### src/rtl/nx1_wb_bridge.sv
// nx1_wb_bridge: Wishbone classic slave front-end for the NEUROMORPHIC_X1 functional port.
// Decodes an address window, latches one request, drives EN/R_WB/DI/AD/SEL until func_ack,
// captures read data and completes the bus cycle. One request outstanding at a time.
// Optional feature macro: NX1_WB_TIMEOUT_EN (watchdog turns a hung access into wbs_err_o).
// Ports:
//   CLKin, RSTin           clock, async active-low reset
//   wbs_cyc_i/stb_i/we_i   bus cycle, strobe, write enable
//   wbs_sel_i/adr_i/dat_i  byte select, address, write data
//   wbs_ack_o/err_o        one-cycle completion / error pulses
//   wbs_dat_o              read data (holds last read value)
//   mac_en/r_wb/di/ad/sel  request fields to the macro
//   mac_do, mac_ack        read data and func_ack from the macro
//   busy_o                 high whenever the bridge is not idle
module nx1_wb_bridge #(
    parameter logic [31:0] BASE_ADDR      = 32'h3000_0000,
    parameter logic [31:0] ADDR_MASK      = 32'hFFFF_0000,
    parameter int unsigned TIMEOUT_CYCLES = 1024
) (
    input  logic        CLKin,
    input  logic        RSTin,
    input  logic        wbs_cyc_i,
    input  logic        wbs_stb_i,
    input  logic        wbs_we_i,
    input  logic [3:0]  wbs_sel_i,
    input  logic [31:0] wbs_adr_i,
    input  logic [31:0] wbs_dat_i,
    output logic        wbs_ack_o,
    output logic        wbs_err_o,
    output logic [31:0] wbs_dat_o,
    output logic        mac_en,
    output logic        mac_r_wb,
    output logic [31:0] mac_di,
    output logic [31:0] mac_ad,
    output logic [3:0]  mac_sel,
    input  logic [31:0] mac_do,
    input  logic        mac_ack,
    output logic        busy_o
);

    localparam logic [31:0] TIMEOUT_DATA = 32'hDEAD_BEEF;

    typedef enum logic [1:0] {S_IDLE, S_REQ, S_RESP, S_DONE} state_t;

    state_t      state, state_nxt;
    logic        cycstb_c, hit_c, timeout_c;
    logic        aborted, aborted_nxt;
    logic        ack_nxt, err_nxt, en_nxt, r_wb_nxt, busy_nxt;
    logic [31:0] dat_nxt, di_nxt, ad_nxt;
    logic [3:0]  sel_nxt;

    assign cycstb_c = wbs_cyc_i & wbs_stb_i;
    assign hit_c    = cycstb_c & ((wbs_adr_i & ADDR_MASK) == BASE_ADDR);

`ifdef NX1_WB_TIMEOUT_EN
    localparam int unsigned CNT_W = (TIMEOUT_CYCLES > 1) ? $clog2(TIMEOUT_CYCLES) : 1;
    localparam logic [CNT_W-1:0] WDOG_LAST = CNT_W'(TIMEOUT_CYCLES - 1);

    logic [CNT_W-1:0] wdog;

    // Watchdog: cleared on entry to REQ, counts REQ cycles without func_ack.
    always_ff @(posedge CLKin or negedge RSTin) begin
        if (!RSTin) begin
            wdog <= '0;
        end else if (state == S_IDLE && hit_c) begin
            wdog <= '0;
        end else if (state == S_REQ && !mac_ack) begin
            wdog <= wdog + CNT_W'(1);
        end
    end

    // An ack in the limit cycle takes priority over the timeout.
    assign timeout_c = (state == S_REQ) && !mac_ack && (wdog == WDOG_LAST);
`else
    logic unused_timeout;
    assign unused_timeout = |32'(TIMEOUT_CYCLES);
    assign timeout_c      = 1'b0;
`endif

    // State and output registers.
    always_ff @(posedge CLKin or negedge RSTin) begin
        if (!RSTin) begin
            state     <= S_IDLE;
            aborted   <= 1'b0;
            wbs_ack_o <= 1'b0;
            wbs_err_o <= 1'b0;
            wbs_dat_o <= '0;
            mac_en    <= 1'b0;
            mac_r_wb  <= 1'b0;
            mac_di    <= '0;
            mac_ad    <= '0;
            mac_sel   <= '0;
            busy_o    <= 1'b0;
        end else begin
            state     <= state_nxt;
            aborted   <= aborted_nxt;
            wbs_ack_o <= ack_nxt;
            wbs_err_o <= err_nxt;
            wbs_dat_o <= dat_nxt;
            mac_en    <= en_nxt;
            mac_r_wb  <= r_wb_nxt;
            mac_di    <= di_nxt;
            mac_ad    <= ad_nxt;
            mac_sel   <= sel_nxt;
            busy_o    <= busy_nxt;
        end
    end

    // Next-state and next-output logic.
    always_comb begin
        state_nxt   = state;
        aborted_nxt = aborted;
        ack_nxt     = 1'b0;
        err_nxt     = 1'b0;
        dat_nxt     = wbs_dat_o;
        en_nxt      = mac_en;
        r_wb_nxt    = mac_r_wb;
        di_nxt      = mac_di;
        ad_nxt      = mac_ad;
        sel_nxt     = mac_sel;

        case (state)
            S_IDLE: begin
                if (hit_c) begin
                    r_wb_nxt    = ~wbs_we_i;
                    di_nxt      = wbs_dat_i;
                    ad_nxt      = wbs_adr_i & ~ADDR_MASK;
                    sel_nxt     = wbs_sel_i;
                    en_nxt      = 1'b1;
                    aborted_nxt = 1'b0;
                    state_nxt   = S_REQ;
                end
            end
            S_REQ: begin
                // The macro access cannot be cancelled; a dropped cycle only suppresses the response.
                if (!cycstb_c) begin
                    aborted_nxt = 1'b1;
                end
                if (mac_ack || timeout_c) begin
                    en_nxt = 1'b0;
                    if (mac_r_wb) begin
                        dat_nxt = mac_ack ? mac_do : TIMEOUT_DATA;
                    end
                    // Response is registered here so it appears in the RESP cycle.
                    ack_nxt   = mac_ack && cycstb_c && !aborted;
                    err_nxt   = !mac_ack && cycstb_c && !aborted;
                    state_nxt = S_RESP;
                end
            end
            S_RESP: begin
                // A responded cycle takes the dead DONE cycle so its still-high stb cannot re-hit.
                state_nxt = (wbs_ack_o || wbs_err_o) ? S_DONE : S_IDLE;
            end
            S_DONE: begin
                state_nxt = S_IDLE;
            end
            default: begin
                state_nxt = S_IDLE;
            end
        endcase

        busy_nxt = (state_nxt != S_IDLE);
    end

endmodule

### config.mk
export PLATFORM = sky130hd
export DESIGN_NAME = nx1_wb_bridge
export DESIGN_NICKNAME = d
export VERILOG_FILES = /design/src/rtl/nx1_wb_bridge.sv
export SDC_FILE = /design/constraint.sdc
export NUM_CORES = 1
export LEC_CHECK = 0
export ABC_CLOCK_PERIOD_IN_PS = 3620
export BUFFER_PORTS_ARGS = -buffer_cell sky130_fd_sc_hd__clkbuf_2
export CAP_MARGIN = 20
export CORE_AREA = 3 3 118 120
export DETAILED_ROUTE_END_ITERATION = 8
export DIE_AREA = 0 0 121 123
export PLACE_DENSITY = 0.63
export SLEW_MARGIN = 20
export SYNTH_ARGS = -nofsm -noshare
export SYNTH_HDL_FRONTEND = slang
export SYNTH_SLANG_ARGS = --single-unit
### constraint.sdc
create_clock -name CLKin -period 3.62 [get_ports CLKin]
set_input_delay 0.724 -clock CLKin [delete_from_list [all_inputs] [get_ports CLKin]]
set_output_delay 0.724 -clock CLKin [all_outputs]
set_load 0.05 [all_outputs]
-- Yosys cells after proc, flatten, opt, wreduce, memory -nomap -nowiden
Index checks and enable logic that the tools add are counted.
- word-level logic and storage cells: 49
- bits in registers: 92
- input bits: 106
- bitwise gates (word level): 3
- reduce and logical (&&, ||, !) cells: 14
- mux-type cells: 14
- eq/ne operators: 7
- operator list (cell ; number):
    16-bit by 14-bit == test with 1-bit output (second input constant) ; 1
    3-bit AND reduction ; 3
    1-bit 2-to-1 mux ; 8
    2-bit case mux with 4 select lines ; 1
    2-bit 2-to-1 mux ; 3
    2-bit != test (second input constant) ; 3
    2-bit == test (second input constant) ; 2
    1-bit logical AND ; 4
    1-bit case mux with 2 select lines ; 2
    2-bit nonzero test ; 2
    1-bit AND ; 2
    2-bit by 1-bit == test with 1-bit output (second input constant) ; 1
    1-bit logical NOT ; 2
    2-bit logical NOT ; 1
    2-bit AND reduction ; 1
    1-bit logical OR ; 1
    1-bit NOT ; 1

-- Logic depth before layout (Yosys ltp)
Gate-level depths: netlist of run 1.
- depth after elaboration: 5
- mapped depth: 6
- gate-level depth less buffers: 4

-- Worst setup path after synthesis of run 1
OpenSTA, ideal clock, no wires.
- path kind: in2reg
- start: input port wbs_adr_i[17]
- end: register mac_ad[0]
- data arrival time: 2484 ps
- cell stages on the path: 6
- slack: 1011 ps
- buffers on the path: 2
- cells stage by stage: or4_1 > or4_1 > buf_2 > nor2_8 > buf_6 > mux2_2
- longest elaborated chain between the ends: 3
- RTL lines (what ; RTL line ; text):
    from (decl) ; 25 ; input logic [31:0] wbs_adr_i,
    16-bit by 14-bit == test with 1-bit output ; 52 ; assign hit_c = cycstb_c & ((wbs_adr_i & ADDR_MASK) == BASE_ADDR);
    1-bit AND ; 52 ;
    2-bit AND reduction (no line) ; -- ;
    to (signal assigned) ; 102 ; mac_ad <= ad_nxt;
    to (decl) ; 33 ; output logic [31:0] mac_ad,
Every way passes these cells.
A chain may end at the register's enable or synchronous reset.

-- Worst setup path in the final report of run 1
- start: input port wbs_adr_i[17]
- end: register mac_ad[4]
Same word-level chain as after synthesis.

==> results.py, run 1 <==
metrics = {
    "outcome": {
        "outcome": "completed",
    },
    "sta": {
        "worst_clock_skew_ns": 0.00624,
        "slew_viol_final": 0,
        "hold_slack_ns": 0.445,
        "rsz0062_at_grt": "false",
        "tightest_slew_ns": 0.815,
        "worst_slack_ns": 0.958,
        "maxSlewHeadroom_pct": 45.7,
        "fin_crit_ns": 2.66,
        "tns_ns": 0,
        "finalHoldViolCount": 0,
        "setup_viol": 0,
        "period_share_pct": 73.5,
        "fmax_mhz": 376,
    },
    "critical_path": {
        "worst-r2r-cell-count": 4,
        "cp-endpoint": "mac_ad[4]",
        "r2r_slack_ns": 1.44,
        "critical_path_class": "in -> reg",
        "worst_r2r_startpoint": "state[1]",
        "crit_path_end_kind": "flip-flop",
        "worstPathRequired_ns": 3.83,
        "start_kind": "primary input",
        "critical_path.max_fanout": 42,
        "r2r-end": "mac_ad[4]",
        "arrival_ns": 2.88,
        "critPathLaunch": "wbs_adr_i[17]",
    },
    "power_and_ir_drop": {
        "leakage_nw": 2.91,
        "p_switching_w": 0.000448,
        "p_sw_share_pct": 21.6,
        "power_density_nw_per_um2": 416,
        "clockPowerShare_pct": 44.9,
        "p_seq_share_pct": 49.5,
        "p_int_w": 0.00163,
        "power_frac_comb_pct": 5.6,
        "vdd_ir_drop_max_v": 0.000161,
    },
    "global_routing": {
        "grt_start_max_net_pins": 93,
        "grt_pass1_wl_mm": 12.6,
        "grt_use_total_pct": 10.9,
        "gr-total-overflow": 0,
        "antenna_found_initial": 0,
        "grt_pass1_vias": 2524,
    },
    "clock_tree": {
        "clk_pin_slew_ns": 0.06,
        "clock_path_buffers": 2,
        "cts_inserted_buffers": 9,
        "cts_max_level": 3,
        "cts_root_buf": "clkbuf_16",
        "cts_tree": "done",
        "clock_latency_ns": 0.33,
        "hold_buffers": 0,
        "cts_setup_buffers": 0,
        "cts_resized": 0,
        "cts.sinks": 92,
    },
    "layout": {
        "diodes": 0,
        "final_util_pct": 38.2,
        "syn_to_final_growth_pct": 38.9,
        "final_nets": 530,
        "drive_above_1_share_pct": 69.2,
        "fin_area_sq_um": 5000,
    },
    "drt": {
        "vias_per_cell": 4.13,
        "ant_nets": 0,
        "dr_total_vias": 2501,
        "wirelength_mm": 8.10,
        "firstDrtPassIters": 4,
        "routedWlPerCell_um": 13.4,
        "drt_iter0_drc": 51,
        "drc_errors": 0,
    },
    "place": {
        "finalWeightedCongestion": 0.702,
        "placed_area_sq_um": 4690,
        "dp_hpwl_mm": 6.18,
        "pre_cts_ws_ns": 0.605,
        "port_buffers": 194,
    },
    "floorplan": {
        "die_area_sq_um": 14900,
        "coreArea_sq_um": 13100,
        "ioPinCount": 211,
        "die_x_um": 121,
        "floorplan.initialDensity_pct": 27.5,
        "die_h_um": 123,
        "core.rowCount": 42,
    },
    "logic_synthesis": {
        "ys_ff_latch": 92,
        "synth_warnings": 0,
        "netlist_instances": 226,
        "ys_types": 24,
        "syn_area_sq_um": 3600,
        "syn_area_per_cell_sq_um": 15.9,
        "synth.area.top_cells": "dfrtp_1, mux2_2, buf_4, buf_6, nor2_8",
        "yosys.area.top_type": "dfrtp_1",
        "synth_top_area_share_pct": 64.0,
        "ys_seq_area_share_pct": 64.0,
    },
    "run": {
        "maxCapViolations": 0,
    },
    "hold_path": {
        "hp-class": "reg -> reg",
    },
}
metrics by stage:
step,cells,power [W]
after floorplan,242,0.00110
after global placement,589,0.00117
after detailed placement,589,0.00117
after CTS,605,0.00213
after global routing,605,0.00219
final,605,0.00208
Yosys cell counts:
library cell	n
buf_1	2
nor3_1	1
or4_1	2
nand3b_1	1
o211ai_1	1
o221ai_1	1
o21ai_0	2
conb_1	1
nor4bb_1	1
or3_1	1
nor4_1	2
mux2_2	84
clkbuf_1	1
a21o_1	1
nand2_1	5
nor2_8	1
o31ai_1	1
buf_4	16
nor2_1	1
buf_6	5
dfrtp_1	92
buf_2	1
nand3_1	2
inv_1	1
per-layer routing:
metal	wire length, um	track usage, %	vias up
met5	0	0	-
met4	80	3.82	0
met3	618	3.93	5
met2	4400	18.9	106
met1	3000	12.5	1231
li1	-	-	1159
worst max-delay path, stage by stage:
cell and delay [ns]:
clkbuf_2 0.08, or4_1 0.49, or4_1 0.64, nor2_8 0.28
buf_12 0.27, mux2_2 0.37
power by group through the flow:
stage / combinational, W / sequential, W / clock, W
floorplan: 0.0000524 / 0.00105 / 0
global placement: 0.000117 / 0.00105 / 0
detailed placement: 0.000119 / 0.00105 / 0
CTS: 0.000120 / 0.00103 / 0.000980
global route: 0.000130 / 0.00103 / 0.00103
finish: 0.000117 / 0.00103 / 0.000933
layout make-up:
cell class	instances	area (sq um)
clock buffer	14	294
timing repair buffer	196	1000
inverter	1	3.75
sequential	92	2300
fill	1292	8090
multi-input combinational	124	1160
tap	176	220
clock inverter	2	15.0
state kept, by name, indices dropped and copies added (netlist names):
name       cells
mac_di        32
mac_r_wb       1
mac_ad        16
busy_o         1
wbs_err_o      1
wbs_dat_o     32
mac_sel        4
mac_en         1
wbs_ack_o      1
state          2
aborted        1
cells in the final DEF (no fill, tap or decap):
master / count
conb_1: 17
nand2_1: 5
o21ai_0: 2
clkbuf_2: 193
nor3_1: 1
o221ai_1: 1
nor2_8: 1
a21o_1: 1
nor4_1: 2
buf_12: 1
mux2_2: 84
clkinvlp_4: 2
inv_1: 1
buf_6: 1
dfrtp_1: 92
nand3b_1: 1
o31ai_1: 1
clkbuf_8: 5
nand3_1: 2
nor2_1: 1
or4_1: 2
buf_4: 1
clkbuf_16: 9
o211ai_1: 1
or3_1: 1
nor4bb_1: 1
worst min path at each step:
stage | start | endpoint | slack (ns) | cells after the start
after floorplan | aborted | wbs_ack_o | 0.40 | 1
after global placement | aborted | wbs_ack_o | 0.43 | 1
after detailed placement | aborted | wbs_ack_o | 0.44 | 1
after CTS | aborted | wbs_ack_o | 0.45 | 1
after global routing | aborted | wbs_ack_o | 0.46 | 1
final | aborted | wbs_ack_o | 0.45 | 1
cell families after synthesis:
family / Yosys count / share of synthesized area, %
AOI/OAI and AO/OA: 6 / 1.15
buffers and inverters: 26 / 5.46
DFF: 92 / 64.0
muxes: 84 / 26.3
other: 1 / 0.104
and+or+nand+nor: 17 / 3.02
No activity file was read; power rests on OpenSTA's default activity.
==> run 2, diff against run 1 <==
==> config.mk (replaced) <==
export PLATFORM = sky130hd
export DESIGN_NAME = nx1_wb_bridge
export DESIGN_NICKNAME = d
export VERILOG_FILES = /design/src/rtl/nx1_wb_bridge.sv
export SDC_FILE = /design/constraint.sdc
export NUM_CORES = 1
export LEC_CHECK = 0
export ABC_AREA = 1
export ABC_CLOCK_PERIOD_IN_PS = 2400
export BUFFER_PORTS_ARGS = -buffer_cell sky130_fd_sc_hd__clkbuf_2
export CAP_MARGIN = 20
export CORE_AREA = 3 3 122 124
export DETAILED_ROUTE_END_ITERATION = 8
export DIE_AREA = 0 0 125 127
export PLACE_DENSITY = 0.64
export SLEW_MARGIN = 20
export SYNTH_ARGS = -nofsm -noshare
export SYNTH_HDL_FRONTEND = slang
export SYNTH_SLANG_ARGS = --single-unit
==> constraint.sdc (replaced) <==
create_clock -name CLKin -period 2.4 [get_ports CLKin]
set_input_delay 0.48 -clock CLKin [delete_from_list [all_inputs] [get_ports CLKin]]
set_output_delay 0.48 -clock CLKin [all_outputs]
set_load 0.05 [all_outputs]
==> results.py, run 2 <==
metrics = {
    "logic_synthesis": {
        "yosys.area.top_type": "dfrtp_1",
        "ys_ff_latch": 92,
        "syn_area_per_cell_sq_um": 8.99,
        "synth_top_area_share_pct": 59.4,
        "async_flop_share_pct": 100,
        "ys_seq_area_share_pct": 59.4,
        "synth.area.top_cells": "dfrtp_1, nand2_1, nand4_1, nand3_1, buf_4",
        "syn_area_sq_um": 3870,
        "synth_warnings": 0,
        "synth_edf_count": 0,
        "synth_most_common_cell": "nand2_1",
        "ys_top_cells_by_count": "nand2_1, dfrtp_1, nand4_1, nand3_1, clkbuf_1",
        "ys_types": 16,
        "netlist_instances": 431,
        "synth_flop_cell": "dfrtp_1",
    },
    "critical_path": {
        "worst_r2r_startpoint": "state[0]",
        "cpPeakStageDelay_ns": 0.48,
        "start_kind": "flip-flop",
        "crit_path_end_kind": "flip-flop",
        "path_buf_inv": 1,
        "critical_path_class": "reg -> reg",
        "arrival_ns": 1.90,
        "critical_path.max_fanout": 53,
        "critPathTopFamily": "simple AND/OR/NAND/NOR gates",
        "path_cells": "nor2_1 > nand3_1 > nor2_4 > buf_4 > nand4_1 > nand2_1",
        "r2r_slack_ns": 0.79,
        "worstPathRequired_ns": 2.68,
        "r2r-end": "mac_di[1]",
        "crit_path_top_delay_cell": "buf_4",
        "worst-r2r-cell-count": 6,
    },
    "drt": {
        "firstDrtPassIters": 4,
        "drc_errors": 0,
        "ant_nets": 0,
        "drt_iter0_drc": 110,
        "wirelength_mm": 11.1,
        "dr_total_vias": 3550,
        "vias_per_cell": 4.45,
        "routedWlPerCell_um": 13.9,
    },
    "layout": {
        "reg_top3": "mac_di (32), wbs_dat_o (32), mac_ad (16)",
        "final_util_pct": 37.9,
        "layout_common_cells": "clkbuf_2, nand2_1, dfrtp_1",
        "final_common_cell": "clkbuf_2",
        "final_nets": 719,
        "diodes": 0,
        "syn_to_final_growth_pct": 35.7,
        "drive_above_1_share_pct": 35.9,
    },
    "sta": {
        "tightest_slew_ns": 0.590,
        "hold_slack_ns": 0.134,
        "maxSlewHeadroom_pct": 60.7,
        "fin_crit_ns": 1.61,
        "finalHoldViolCount": 0,
        "fmax_mhz": 620,
        "slew_viol_final": 0,
        "setup_viol": 0,
        "rsz0062_at_grt": "false",
        "tns_ns": 0,
        "period_share_pct": 67.2,
        "worst_clock_skew_ns": 0.00716,
    },
    "clock_tree": {
        "hold_buffers": 0,
        "clk_pin_slew_ns": 0.07,
        "cts_root_buf": "clkbuf_16",
        "clock_latency_ns": 0.34,
        "clock_path_buffers": 2,
        "cts.sinks": 92,
        "cts_max_level": 3,
        "cts_resized": 0,
        "cts_tree": "done",
        "cts_setup_buffers": 0,
        "cts_inserted_buffers": 9,
    },
    "floorplan": {
        "die_x_um": 125,
        "ioPinCount": 211,
        "floorplan.initialDensity_pct": 27.9,
        "coreArea_sq_um": 13900,
        "die_h_um": 127,
        "core.rowCount": 43,
        "die_area_sq_um": 15900,
    },
    "hold_path": {
        "hp-class": "in -> async",
    },
    "global_routing": {
        "grt_pass1_vias": 3314,
        "antenna_found_initial": 0,
        "grt_pass1_wl_mm": 17.5,
        "grt_start_max_net_pins": 54,
        "gr-total-overflow": 0,
        "grt_use_total_pct": 13.6,
    },
    "place": {
        "port_buffers": 194,
        "finalWeightedCongestion": 0.763,
        "dp_hpwl_mm": 7.88,
    },
    "outcome": {
        "outcome": "completed",
    },
    "power_and_ir_drop": {
        "power_density_nw_per_um2": 622,
        "leakage_nw": 3.15,
        "vdd_ir_drop_max_v": 0.000390,
    },
    "run": {
        "maxCapViolations": 0,
    },
}
-- run 2: changes by cell type in the layout (fill, tap and decap cells not counted), moves of 2 or more --
cell / before / now
nor4_1: 2 / 0
mux2_2: 84 / 0
nor2_4: 0 / 2
clkbuf_8: 5 / 1
nor2_1: 1 / 10
or4_1: 2 / 0
buf_4: 1 / 7
nand2_1: 5 / 183
nand3_1: 2 / 34
nand4_1: 0 / 53
-- run 2: per-layer routing --
metal | vias up | routed length [um] | GRT usage [%]
met1 | 1621 | 5120 | 19.3
met3 | 16 | 812 | 3.76
met2 | 161 | 4920 | 19.4
li1 | 1752 | - | -
met4 | 0 | 224 | 6.19
met5 | - | 0 | 0
-- run 2: worst max-delay path by stage --
stage,start,cells after the start,slack (ns),to
final,state[0],6,0.79,mac_di[1]
after global routing,state[0],6,0.62,mac_ad[3]
after CTS,state[0],6,0.75,mac_r_wb
after detailed placement,wbs_adr_i[18],7,0.61,mac_r_wb
after global placement,wbs_adr_i[31],5,0.63,mac_di[19]
after floorplan,wbs_adr_i[27],8,0.92,mac_di[0]
-- run 2: area by class of cell --
type | count | area [sq um]
Clock buffer | 11 | 243
Tap cell | 180 | 225
Timing Repair Buffer | 202 | 1060
Multi-Input combinational cell | 305 | 1360
Sequential cell | 92 | 2300
Fill cell | 1469 | 8620
Clock inverter | 5 | 61.3
Inverter | 3 | 11.3
-- run 2: worst register-to-register path, cell delays in order, from the launching register on --
cell     delay (ns)
dfrtp_1        0.40
nor2_1         0.11
nand3_1        0.13
nor2_4         0.14
buf_4          0.48
nand4_1        0.20
nand2_1        0.10
-- run 2: cells by family (layout without fill, tap and decap cells) --
family | count (synthesis) | after routing | share of synthesized area, %
flops | 92 | 92 | 59.4
compound gates | 2 | 2 | 0.258
simple gates | 286 | 286 | 33.0
buf+inv | 50 | 221 | 7.20
other cells | 1 | 17 | 0.0968
-- run 2: per-stage QoR --
stage	std cells	worst slack (ns)	cell area [sq um]	total power (W)
floorplan	447	0.920	3940	0.00174
global placement	782	0.629	4960	0.00187
detailed placement	782	0.612	4960	0.00187
CTS	798	0.751	5260	0.00333
global route	798	0.622	5260	0.00341
finish	798	0.788	5260	0.00327
-- run 2: power by group --
part	internal [W]	leakage, nW	total, W	switching [W]
clock network	0.000838	0.138	0.00144	0.000602
registers	0.00157	1.28	0.00158	0.00000987
logic	0.0000819	1.74	0.000255	0.000173
==> run 3, diff against run 2 <==
--- a/config.mk
+++ b/config.mk
@@ -6,13 +6,13 @@
 export NUM_CORES = 1
 export LEC_CHECK = 0
 export ABC_AREA = 1
-export ABC_CLOCK_PERIOD_IN_PS = 2400
+export ABC_CLOCK_PERIOD_IN_PS = 1500
 export BUFFER_PORTS_ARGS = -buffer_cell sky130_fd_sc_hd__clkbuf_2
 export CAP_MARGIN = 20
 export CORE_AREA = 3 3 122 124
 export DETAILED_ROUTE_END_ITERATION = 8
 export DIE_AREA = 0 0 125 127
-export PLACE_DENSITY = 0.64
+export PLACE_DENSITY = 0.62
 export SLEW_MARGIN = 20
 export SYNTH_ARGS = -nofsm -noshare
 export SYNTH_HDL_FRONTEND = slang
==> constraint.sdc (replaced) <==
create_clock -name CLKin -period 1.5 [get_ports CLKin]
set_input_delay 0.3 -clock CLKin [delete_from_list [all_inputs] [get_ports CLKin]]
set_output_delay 0.3 -clock CLKin [all_outputs]
set_load 0.05 [all_outputs]
==> results.py, run 3 (synthesized netlist as in run 2, its figures left out) <==
metrics = {
    "outcome": {
        "outcome": "complete, but fails checks",
        "violations": "negative hold slack",
    },
    "layout": {
        "diodes": 0,
        "reg_top3": "mac_di (32), wbs_dat_o (32), mac_ad (16)",
        "final_common_cell": "clkbuf_2",
        "layout_common_cells": "clkbuf_2, nand2_1, dfrtp_1",
        "fin_cells": 811,
        "drive_above_1_share_pct": 38.7,
        "syn_to_final_growth_pct": 43.0,
        "final_nets": 732,
        "fill_cells": 1445,
    },
    "clock_tree": {
        "cts_max_level": 3,
        "clock_path_buffers": 2,
        "cts_tree": "done",
        "cts_inserted_buffers": 9,
        "clk_pin_slew_ns": 0.06,
        "cts_root_buf": "clkbuf_16",
        "cts.sinks": 92,
        "clock_latency_ns": 0.35,
    },
    "drt": {
        "firstDrtPassIters": 4,
        "routedWlPerCell_um": 14.0,
        "dr_total_vias": 3624,
        "ant_nets": 0,
        "drt_iter0_drc": 187,
        "vias_per_cell": 4.47,
        "wirelength_mm": 11.3,
        "drc_errors": 0,
    },
    "global_routing": {
        "antenna_found_initial": 0,
        "grt_use_total_pct": 13.8,
        "grtUsageMet1_pct": 18.3,
        "grt_pass1_wl_mm": 17.7,
        "grt_start_max_net_pins": 93,
        "grt_pass1_vias": 3461,
        "grt_busiest_layer": "met2",
        "met3_usage_pct": 5.39,
        "gr-total-overflow": 0,
        "grt_util_met2_pct": 21.0,
    },
    "critical_path": {
        "r2r_slack_ns": 0.07,
        "critical_path_class": "reg -> reg",
        "path_buf_inv": 1,
        "arrival_ns": 1.67,
        "crit_path_end_kind": "flip-flop",
        "cpPeakStageDelay_ns": 0.42,
        "start_kind": "flip-flop",
        "path_cells": "nor2_2 > nand3_2 > nor2_4 > nand3_4 > clkbuf_16 > nand2_1 > nand2_1",
        "cpMostUsedCell": "nand2_1",
        "critPathTopFamily": "simple AND/OR/NAND/NOR gates",
        "crit_path_top_delay_cell": "dfrtp_1",
        "worstPathRequired_ns": 1.74,
        "critical_path.max_fanout": 20,
    },
    "hold_path": {
        "hp-class": "in -> async",
    },
    "floorplan": {
        "die_x_um": 125,
        "core.rowCount": 43,
        "ioPinCount": 211,
        "floorplan.initialDensity_pct": 27.9,
        "coreArea_sq_um": 13900,
        "die_h_um": 127,
        "die_area_sq_um": 15900,
    },
    "place": {
        "dp_cells": 790,
        "dp_hpwl_mm": 7.74,
        "finalWeightedCongestion": 0.753,
        "port_buffers": 194,
    },
    "sta": {
        "hold_slack_ns": -0.00238,
        "slew_viol_final": 0,
        "worst_clock_skew_ns": 0.00418,
        "period_share_pct": 95.2,
        "fmax_mhz": 701,
        "finalHoldViolCount": 1,
        "fin_crit_ns": 1.43,
        "setup_viol": 0,
        "rsz0062_at_grt": "true",
    },
    "power_and_ir_drop": {
        "vdd_ir_drop_max_v": 0.000614,
        "total_power_w": 0.00544,
        "power_density_nw_per_um2": 981,
        "leakage_nw": 3.29,
    },
    "run": {
        "maxCapViolations": 0,
    },
}
==> run 3: cell types whose count changed in the layout (fill, tap and decap cells not counted), sizes merged <==
cell    before  now
bufinv       1    2
buf          9   20
clkbuf     204  205
==> run 3: path summary, 6_finish.rpt <==
| check | from | endpoint | depth (start not counted) |
|---|---|---|---|
| setup / recovery | state[1] | mac_ad[13] | 7 |
| setup reg to reg | state[1] | mac_ad[13] | 7 |
| hold reg to reg | aborted | wbs_ack_o | 1 |
| min in group CLKin | mac_do[18] | wbs_dat_o[18] | 3 |
| hold / removal | RSTin | wbs_dat_o[2] | 2 |
| max in group asynchronous | RSTin | mac_di[28] | 2 |
==> run 3: metrics by stage <==
| step | cell area, sq um | hold WS (ns) | setup WS [ns] | utilization, % | TNS [ns] |
|---|---|---|---|---|---|
| after floorplan | 3940 | 0.00441 | 0.107 | - | 0 |
| after global routing | 5540 | 0.0303 | -0.0476 | 39.9 | -1.21 |
| after global placement | 5080 | 0.389 | 0.0479 | 36.6 | 0 |
| final | 5540 | -0.00238 | 0.0726 | 39.9 | 0 |
| after detailed placement | 5080 | 0.390 | 0.0422 | 36.6 | 0 |
| after CTS | 5410 | 0.0170 | 0.0333 | 39.0 | 0 |
==> run 3: report_power, final <==
group / switching [W] / internal [W]
Sequential: 0.0000177 / 0.00251
Combinational: 0.000284 / 0.000150
Clock: 0.000975 / 0.00150
==> run 3: worst register-to-register path, cell delays in order, from the launching register on <==
cell	delay (ns)
dfrtp_1	0.42
nor2_2	0.11
nand3_2	0.10
nor2_4	0.17
nand3_4	0.16
clkbuf_16	0.24
nand2_1	0.07
nand2_1	0.04
==> run 3: area by class of cell <==
type / count / area, sq um / area share (%)
tap: 180 / 225 / 4.07
sequential: 92 / 2300 / 41.6
multi-input combinational: 305 / 1390 / 25.1
timing repair buffer: 215 / 1290 / 23.2
clock buffer: 10 / 239 / 4.31
clock inverter: 6 / 87.6 / 1.58
inverter: 3 / 11.3 / 0.203
==> run 3: layer usage <==
metal / wire length, um / share of wire (%)
met3: 1070 / 9.4
met1: 4890 / 43
met2: 5290 / 47
met5: 0 / 0
met4: 107 / 0.94
==> run 3: repair_timing <==
item / 4_1_cts / 5_1_grt
setup endpoints to repair: 0 / 55
hold buffers: 0 / 0
gates resized for setup: 0 / 12
setup buffers: 0 / 2
